### config.mk
export PLATFORM = sky130hd
export DESIGN_NAME = msg_beat_assembler_flat
export DESIGN_NICKNAME = d
export VERILOG_FILES = /design/src/rtl/msg_beat_assembler_pkg.sv /design/src/rtl/msg_beat_assembler_if.sv /design/src/rtl/msg_beat_assembler.sv /design/src/flat_wrapper.sv
export SDC_FILE = /design/constraint.sdc
export NUM_CORES = 1
export LEC_CHECK = 0
export BUFFER_PORTS_ARGS = -buffer_cell sky130_fd_sc_hd__buf_2
export CORE_MARGIN = 1
export CORE_UTILIZATION = 40
export DETAILED_ROUTE_END_ITERATION = 7
export PLACE_DENSITY_LB_ADDON = 0.2
export SYNTH_ARGS = -nofsm -noshare
export SYNTH_HDL_FRONTEND = slang
export SYNTH_SLANG_ARGS = --single-unit
export TNS_END_PERCENT = 20
### constraint.sdc
create_clock -name CLK -period 3 [get_ports CLK]
set_clock_uncertainty 0.2 [all_clocks]
set_input_delay 0.6 -clock CLK [delete_from_list [all_inputs] [get_ports CLK]]
set_output_delay 0.6 -clock CLK [all_outputs]
set_load 0.02 [all_outputs]
### src/rtl/msg_beat_assembler_pkg.sv
// Shared types and header field positions for the message beat assembler.
package msg_pkg;

  typedef enum logic [1:0] {
    IDLE    = 2'd0,
    PAYLOAD = 2'd1,
    DRAIN   = 2'd2,
    DELIVER = 2'd3
  } state_e;

  localparam int HDR_ID_MSB  = 31;
  localparam int HDR_ID_LSB  = 16;
  localparam int HDR_LEN_MSB = 15;
  localparam int HDR_LEN_LSB = 0;

  localparam logic [7:0] ERR_MAX = 8'd255;

endpackage

### src/rtl/msg_beat_assembler_if.sv
// Beat-in / message-out bundle between the beat source, the assembler and the dispatcher.
interface msg_beat_assembler_if #(
  parameter int width     = 32,
  parameter int MAX_WORDS = 4
);
  logic                       EN_beat;
  logic                       RDY_beat;
  logic [width-1:0]           beat;
  logic                       last;
  logic                       EN_msg;
  logic                       RDY_msg;
  logic [15:0]                msg_id;
  logic [15:0]                msg_words;
  logic [MAX_WORDS*width-1:0] msg_data;
  logic [7:0]                 err_count;

  modport slave (
    input  EN_beat, beat, last, RDY_msg,
    output RDY_beat, EN_msg, msg_id, msg_words, msg_data, err_count
  );

  modport master (
    output EN_beat, beat, last, RDY_msg,
    input  RDY_beat, EN_msg, msg_id, msg_words, msg_data, err_count
  );
endinterface

### src/rtl/msg_beat_assembler.sv
// Collects header + payload beats into one flat message; malformed messages are
// dropped and counted in a saturating error counter.
module msg_beat_assembler
  import msg_pkg::*;
#(
  parameter int width     = 32,
  parameter int MAX_WORDS = 4
) (
  input  logic                 CLK,
  input  logic                 RST_N,
  msg_beat_assembler_if.slave  bus
);

  localparam int          IDX_W   = (MAX_WORDS > 1) ? $clog2(MAX_WORDS) : 1;
  localparam logic [15:0] MAX_LEN = 16'(MAX_WORDS + 1);

  state_e           state_q, state_d;
  logic [IDX_W-1:0] idx_q, idx_d;
  logic [15:0]      len_q, len_d;
  logic [15:0]      id_q, id_d;
  logic [15:0]      words_q, words_d;
  logic [width-1:0] data_q [MAX_WORDS];
  logic [width-1:0] data_d [MAX_WORDS];
  logic [7:0]       err_q, err_d;

  logic [15:0] hdr_len;
  logic [15:0] hdr_id;
  logic        final_word;
  logic        drop;

  assign hdr_len    = bus.beat[HDR_LEN_MSB:HDR_LEN_LSB];
  assign hdr_id     = bus.beat[HDR_ID_MSB:HDR_ID_LSB];
  assign final_word = (16'(idx_q) == (len_q - 16'd2));

  always_comb begin
    state_d = state_q;
    idx_d   = idx_q;
    len_d   = len_q;
    id_d    = id_q;
    words_d = words_q;
    data_d  = data_q;
    err_d   = err_q;
    drop    = 1'b0;

    case (state_q)
      IDLE: begin
        if (bus.EN_beat) begin
          if (hdr_len == 16'd1 && bus.last) begin
            state_d = DELIVER;
            id_d    = hdr_id;
            words_d = 16'd0;
            for (int i = 0; i < MAX_WORDS; i++) data_d[i] = '0;
          end else if (hdr_len >= 16'd2 && hdr_len <= MAX_LEN) begin
            if (bus.last) begin
              drop = 1'b1;
            end else begin
              state_d = PAYLOAD;
              id_d    = hdr_id;
              words_d = hdr_len - 16'd1;
              len_d   = hdr_len;
              idx_d   = '0;
              for (int i = 0; i < MAX_WORDS; i++) data_d[i] = '0;
            end
          end else if (bus.last) begin
            drop = 1'b1;
          end else begin
            state_d = DRAIN;
          end
        end
      end
      PAYLOAD: begin
        if (bus.EN_beat) begin
          data_d[idx_q] = bus.beat;
          idx_d         = idx_q + 1'b1;
          if (final_word) begin
            state_d = bus.last ? DELIVER : DRAIN;
          end else if (bus.last) begin
            state_d = IDLE;
            drop    = 1'b1;
          end
        end
      end
      DRAIN: begin
        if (bus.EN_beat && bus.last) begin
          state_d = IDLE;
          drop    = 1'b1;
        end
      end
      DELIVER: begin
        if (bus.RDY_msg) state_d = IDLE;
      end
      default: state_d = IDLE;
    endcase

    if (drop && err_q != ERR_MAX) err_d = err_q + 8'd1;
  end

  always_ff @(posedge CLK or negedge RST_N) begin
    if (!RST_N) begin
      state_q <= IDLE;
      idx_q   <= '0;
      len_q   <= '0;
      id_q    <= '0;
      words_q <= '0;
      err_q   <= '0;
      for (int i = 0; i < MAX_WORDS; i++) data_q[i] <= '0;
    end else begin
      state_q <= state_d;
      idx_q   <= idx_d;
      len_q   <= len_d;
      id_q    <= id_d;
      words_q <= words_d;
      err_q   <= err_d;
      data_q  <= data_d;
    end
  end

  // Ready drops with reset so no beat can be taken while state is being cleared.
  assign bus.RDY_beat  = (state_q != DELIVER) && RST_N;
  assign bus.EN_msg    = (state_q == DELIVER) && bus.RDY_msg;
  assign bus.msg_id    = id_q;
  assign bus.msg_words = words_q;
  assign bus.err_count = err_q;

  for (genvar gi = 0; gi < MAX_WORDS; gi++) begin : g_flat
    assign bus.msg_data[gi*width +: width] = data_q[gi];
  end

endmodule

### src/flat_wrapper.sv
// flat-port wrapper written by rule: the top's interface ports become plain ports
module msg_beat_assembler_flat import msg_pkg::*;
#(
  parameter int width     = 32,
  parameter int MAX_WORDS = 4
)
  (CLK, RST_N, bus_EN_beat, bus_beat, bus_last, bus_RDY_msg, bus_RDY_beat, bus_EN_msg, bus_msg_id, bus_msg_words, bus_msg_data, bus_err_count);
  msg_beat_assembler_if #(.width(width), .MAX_WORDS(MAX_WORDS)) bus_i ();
  input  logic CLK;
  input  logic RST_N;
  input wire logic [$bits(bus_i.EN_beat)-1:0] bus_EN_beat;
  input wire logic [$bits(bus_i.beat)-1:0] bus_beat;
  input wire logic [$bits(bus_i.last)-1:0] bus_last;
  input wire logic [$bits(bus_i.RDY_msg)-1:0] bus_RDY_msg;
  output wire logic [$bits(bus_i.RDY_beat)-1:0] bus_RDY_beat;
  output wire logic [$bits(bus_i.EN_msg)-1:0] bus_EN_msg;
  output wire logic [$bits(bus_i.msg_id)-1:0] bus_msg_id;
  output wire logic [$bits(bus_i.msg_words)-1:0] bus_msg_words;
  output wire logic [$bits(bus_i.msg_data)-1:0] bus_msg_data;
  output wire logic [$bits(bus_i.err_count)-1:0] bus_err_count;
  assign bus_i.EN_beat = bus_EN_beat;
  assign bus_i.beat = bus_beat;
  assign bus_i.last = bus_last;
  assign bus_i.RDY_msg = bus_RDY_msg;
  assign bus_RDY_beat = bus_i.RDY_beat;
  assign bus_EN_msg = bus_i.EN_msg;
  assign bus_msg_id = bus_i.msg_id;
  assign bus_msg_words = bus_i.msg_words;
  assign bus_msg_data = bus_i.msg_data;
  assign bus_err_count = bus_i.err_count;
  msg_beat_assembler #(.width(width), .MAX_WORDS(MAX_WORDS)) u_core (.CLK(CLK), .RST_N(RST_N), .bus(bus_i));
endmodule
# Yosys cells after proc, flatten, opt, wreduce, memory -nomap -nowiden
# Cells that the tools add are included.
[word_totals]
regBits = 188
in_bits = 37
out_inout_bits = 170
word_cells = 94
[op_classes]
n_mux = 40
eq_ne = 18
bitwise = 3
n_addsub = 4
n_lt_le_gt_ge = 4
n_reduce_logical = 15
[op_table]
columns = ["cell", "n"]
rows = [
  ["two-way mux 128 bit", 5],
  ["one-hot mux 128 bit (2 select lines)", 1],
  ["bitwise mux 128 bit", 1],
  ["two-way mux 16 bit", 6],
  ["demux 32 bit (select 2 bit)", 1],
  ["two-way mux 32 bit", 1],
  ["two-way mux 2 bit", 15],
  ["equality test 16 x 1 -> 1 bit (second input constant)", 1],
  ["equality test 2 x 16 -> 1 bit", 1],
  [">= comparator 16 x 2 -> 1 bit (second input constant)", 1],
  ["less-or-equal comparator 16 x 3 -> 1 bit (second input constant)", 1],
  ["subtractor 16 x 1 -> 16 bit (second input constant)", 1],
  ["subtractor 16 x 2 -> 16 bit (second input constant)", 1],
  ["!= test 2 bit (second input constant)", 6],
  ["AND reduction 6 bit", 2],
  ["AND reduction 5 bit", 2],
  ["adder 8 x 1 -> 8 bit (second input constant)", 1],
  ["!= test 8 bit (second input constant)", 1],
  ["one-hot mux 2 bit (4 select lines)", 1],
  ["logical AND 1 bit", 7],
  ["two-way mux 1 bit", 7],
  ["!= test 2 x 1 -> 1 bit (second input constant)", 3],
  ["!= test 3 x 2 -> 1 bit (second input constant)", 2],
  ["equality test 2 bit (second input constant)", 2],
  ["12 further kinds", 14],
]

# Depth between registers and ports, before layout
[logic_depth]
depth_word = 8
depth_mapped = 10
ltp_nobuf = 8

# Least setup slack after synthesis
# OpenSTA, ideal clock, no wires.
[synth_timing]
path_type = "reg-to-reg"
startpoint = "reg u_core.len_q[1]"
endpoint = "reg u_core.err_q[1] (netlist: u_core.bus.err_count[1])"
arrival_ns = 2.423
synth_period_minus_slack_ns = 2.748
stages_incl_launch_ff = 10
t_required_ns = 2.675
setup_slack_ns = 0.252
n_path_buf = 2
setup_time_ns = 0.125
path_cell_list = "dfrtp_1 buf_4 inv_1 ha_1 or4_1 and4_4 or4_4 buf_6 nand2_4 mux2_4"
[synth_via]
elab_chain_cells = 6
[synth_rtl]
columns = ["item", "line_no", "source"]
rows = [
  ["start: declaration", "msg_beat_assembler.sv:19", "logic [15:0] len_q, len_d;"],
  ["start signal: assignment", "msg_beat_assembler.sv:110", "len_q <= len_d;"],
  ["subtractor 16 x 2 -> 16 bit", "msg_beat_assembler.sv:33", "assign final_word = (16'(idx_q) == (len_q - 16'd2));"],
  ["equality test 2 x 16 -> 1 bit", "msg_beat_assembler.sv:33", ""],
  ["two-way mux 1 bit", "msg_beat_assembler.sv:75", "if (final_word) begin"],
  ["two-way mux 1 bit", "msg_beat_assembler.sv:72", "if (bus.EN_beat) begin"],
  ["one-hot mux 1 bit (3 select lines)", "msg_beat_assembler.sv:45", "case (state_q)"],
  ["logical AND 1 bit", "msg_beat_assembler.sv:95", "if (drop && err_q != ERR_MAX) err_d = err_q + 8'd1;"],
  ["end signal: assignment", "msg_beat_assembler.sv:113", "err_q <= err_d;"],
  ["end: declaration", "msg_beat_assembler.sv:24", "logic [7:0] err_q, err_d;"],
]
# No other way between the ends.
# A chain may end at the register's enable or synchronous reset.

# Final worst setup path
[layout_timing]
startpoint = "reg u_core.len_q[2]"
endpoint = "reg u_core.err_q[1] (netlist: u_core.bus.err_count[1])"
# Same word-level chain as after synthesis.

==> impl_metrics.ini <==
[timing]
whs_ps = 160.2
worstMarginPinSlew_ps = 1065
period_needed_ps = 2887
relSlewSlack_pct = 28.76
finalHoldViolCount = 0
fmax_mhz = 346.3
setup_viol_count_final = 0
rsz0062_at_grt = no
slew_viol_final = 0
fin_crit_sh_pct = 96.25

[cts]
root_buffer = clkbuf_16
cts_setup_buffers = 0
htreeDepth = 4
cts_buffer_depth = 2
cts_tree = yes
cts_hold_buf = 0
cts.clk_slew.worst_paths_ps = 70
cts-resized-gates = 0
cts.sinks = 188
cts_inserted_buffers = 17
clkLatencyLatePin_ps = 420

[global_routing]
grt_pass1_vias = 5860
met3_usage_pct = 6.166
busiest_layer = met2
grt_usage_pct = 21.85
antenna_found_initial = 0
met2_usage_pct = 34.69
overflow = 0
grt_max_degree = 189
use_met1_pct = 29.21
grt_pass1_wl_um = 32490

[logic_synthesis]
synth_nets = 599
ys_seq_elements = 188
syn_area_per_cell_um2 = 13.41
syn_inst = 553
synthAdderAreaFrac_pct = 1.518
ys.flop_type = dfrtp_1
yosys_warnings = 0
synth-compound-area-share_pct = 19.23
synthesis.area_um2 = 7416
synth_top_family_by_area = compound AO/OA/AOI/OAI gates
yosysUniqueCellTypes = 49
synthXorXnorAreaFrac_pct = 1.535
synth-simple-area-share_pct = 8.672
yosysSeqAreaShare_pct = 63.44
synthMuxAreaShare_pct = 2.784
synth-edff-count = 0
async_flop_share_pct = 100.0

[critical_path]
slowest_stage = or4_4
slowest_delay_ps = 620
cp-end-kind = flip-flop
crit_chain = inv_1 > ha_1 > or4_1 > and4_4 > or4_4 > nand2_4 > mux2_4
worstPathArrival_ps = 2990
r2r_cells = 7
worst-path-max-fanout = 9
cp.required_ps = 3100
startpoint_type = flip-flop
critical_path_class = flip-flop to flip-flop

[placed_design]
place.gp.congestion = 0.7848
placedInstanceArea_um2 = 8828
post-place-cells = 969
dp.final_hpwl_um = 13340
numPortBuffers = 206

[route]
wl_per_cell_um = 19.97
antenna_left = 0
wl_um = 19990
drcViolationCount = 22
via_count = 5516
firstDrtPassIters = 7
vias_per_cell = 5.510
drt_iter0_drc = 308

[outcome]
violations = design-rule violations
outcome = finished with violations

[pwr]
p_leak_uw = 0.005198
power.density_nw_per_um2 = 569.2
ir_drop_mv = 0.4038

[die]
die_y_um = 138.2
core_um2 = 18090
rows = 49
die_w_um = 138.2
boundaryPins = 207
start_util_pct = 41.00
die_area_um2 = 19090

[finish]
layout-drive-gt1-share_pct = 36.27
diodes = 0
finalNonFillerCells = 1001
fin_area_um2 = 9422
synthToLayoutAreaGrowth_pct = 27.05
num-fill-cells = 1588
final_nets = 805

[run]
max_cap_viol_count = 0

[min_path]
holdCritPathClass = primary input to async pin
-- per-stage QoR --
| step | worst slack (ps) | setup TNS, ps | total power, uW | util (%) |
|---|---|---|---|---|
| global placement | -80.53 | -6725 | 3136 | 48.81 |
| finish | 112.6 | 0 | 5362 | 52.09 |
| floorplan | 251.9 | 0 | 2919 | - |
| CTS | 145.4 | 0 | 5419 | 52.09 |
| global route | 30.06 | 0 | 5576 | 52.09 |
| detailed placement | -136.6 | -10820 | 3151 | 48.81 |
-- cell type report --
class                   count  area (um^2)  share of cell area, %
clock buffers              21        460.4                  4.887
clock inverters            11        132.6                  1.408
inverters                   7        26.28                 0.2789
multi-input cells         314         2559                  27.16
flip-flops and latches    188         4705                  49.93
well taps                 229        286.5                  3.041
repair buffers            231         1252                  13.29
-- per-layer routing --
layer / up-vias / wire (um) / part of all wire [%]
met2: 170 / 9444 / 47
met3: 16 / 1197 / 6.0
li1: 2465 / - / -
met4: 0 / 287 / 1.4
met1: 2865 / 9060 / 45
met5: - / 0 / 0
-- logic make-up after synthesis --
group	count (synthesis)
DFF	188
and+or+nand+nor	101
buffers and inverters	51
AOI/OAI and AO/OA	173
xor gates and xnor gates	13
adders and majority gates	9
muxes	18
-- flip-flops by register name, summed over array words and instances, names as in the netlist --
register              count
u_core.bus.msg_data     128
u_core.bus.msg_id        16
u_core.bus.msg_words     16
u_core.len_q             16
u_core.bus.err_count      8
u_core.idx_q              2
u_core.state_q            2
-- cell usage in the layout, fill, tap and decap left out, types with 10 or more instances in the layout --
cell type | Yosys | routed
xnor2_1 | 10 | 10
o21ai_0 | 11 | 11
mux2_1 | 13 | 13
nor2_1 | 11 | 11
buf_4 | 1 | 23
clkbuf_16 | 0 | 17
buf_2 | 5 | 205
dfrtp_1 | 188 | 188
nand2_1 | 14 | 14
and2_1 | 23 | 23
a22o_1 | 129 | 129
-- worst max-delay path, delay by kind of cell (launching register included) --
| family | cells | cell delay (ps) |
|---|---|---|
| AND/OR/NAND/NOR | 4 | 1480 |
| multiplexers | 1 | 300 |
| buffers and inverters | 1 | 90 |
| adder cells (fa/ha/maj) | 1 | 250 |
| flip-flops | 1 | 460 |
-- final timing paths --
path / startpoint / endpoint / slack [ps]
max: u_core.len_q[2] / u_core.bus.err_count[1] / 110
min: RST_N / u_core.bus.err_count[3] / 160
max reg2reg: u_core.len_q[2] / u_core.bus.err_count[1] / 110
min reg2reg: u_core.bus.msg_words[5] / u_core.bus.msg_words[5] / 270
max in group asynchronous: RST_N / u_core.bus.msg_data[10] / 1650
min in group CLK: bus_beat[31] / u_core.bus.msg_data[31] / 260
-- where the power goes --
part | switching, uW | internal [uW] | leakage [uW]
Sequential | 77.6 | 2600 | 0.00261
Combinational | 263 | 163 | 0.00231
Clock | 977 | 1290 | 0.000285
-- Yosys cell counts (6+ instances only) --
library cell	instances	area share [%]
nor2b_1	6	0.51
and3_1	9	0.76
a21o_1	8	0.81
dfrtp_1	188	63
and2_1	23	1.9
ha_1	9	1.5
nand2_1	14	0.71
a22o_1	129	15
inv_1	7	0.35
o21ai_0	11	0.74
nor2_1	11	0.56
clkbuf_1	37	1.9
xnor2_1	10	1.2
mux2_1	13	2.0
No activity file was read; power rests on OpenSTA's default activity.
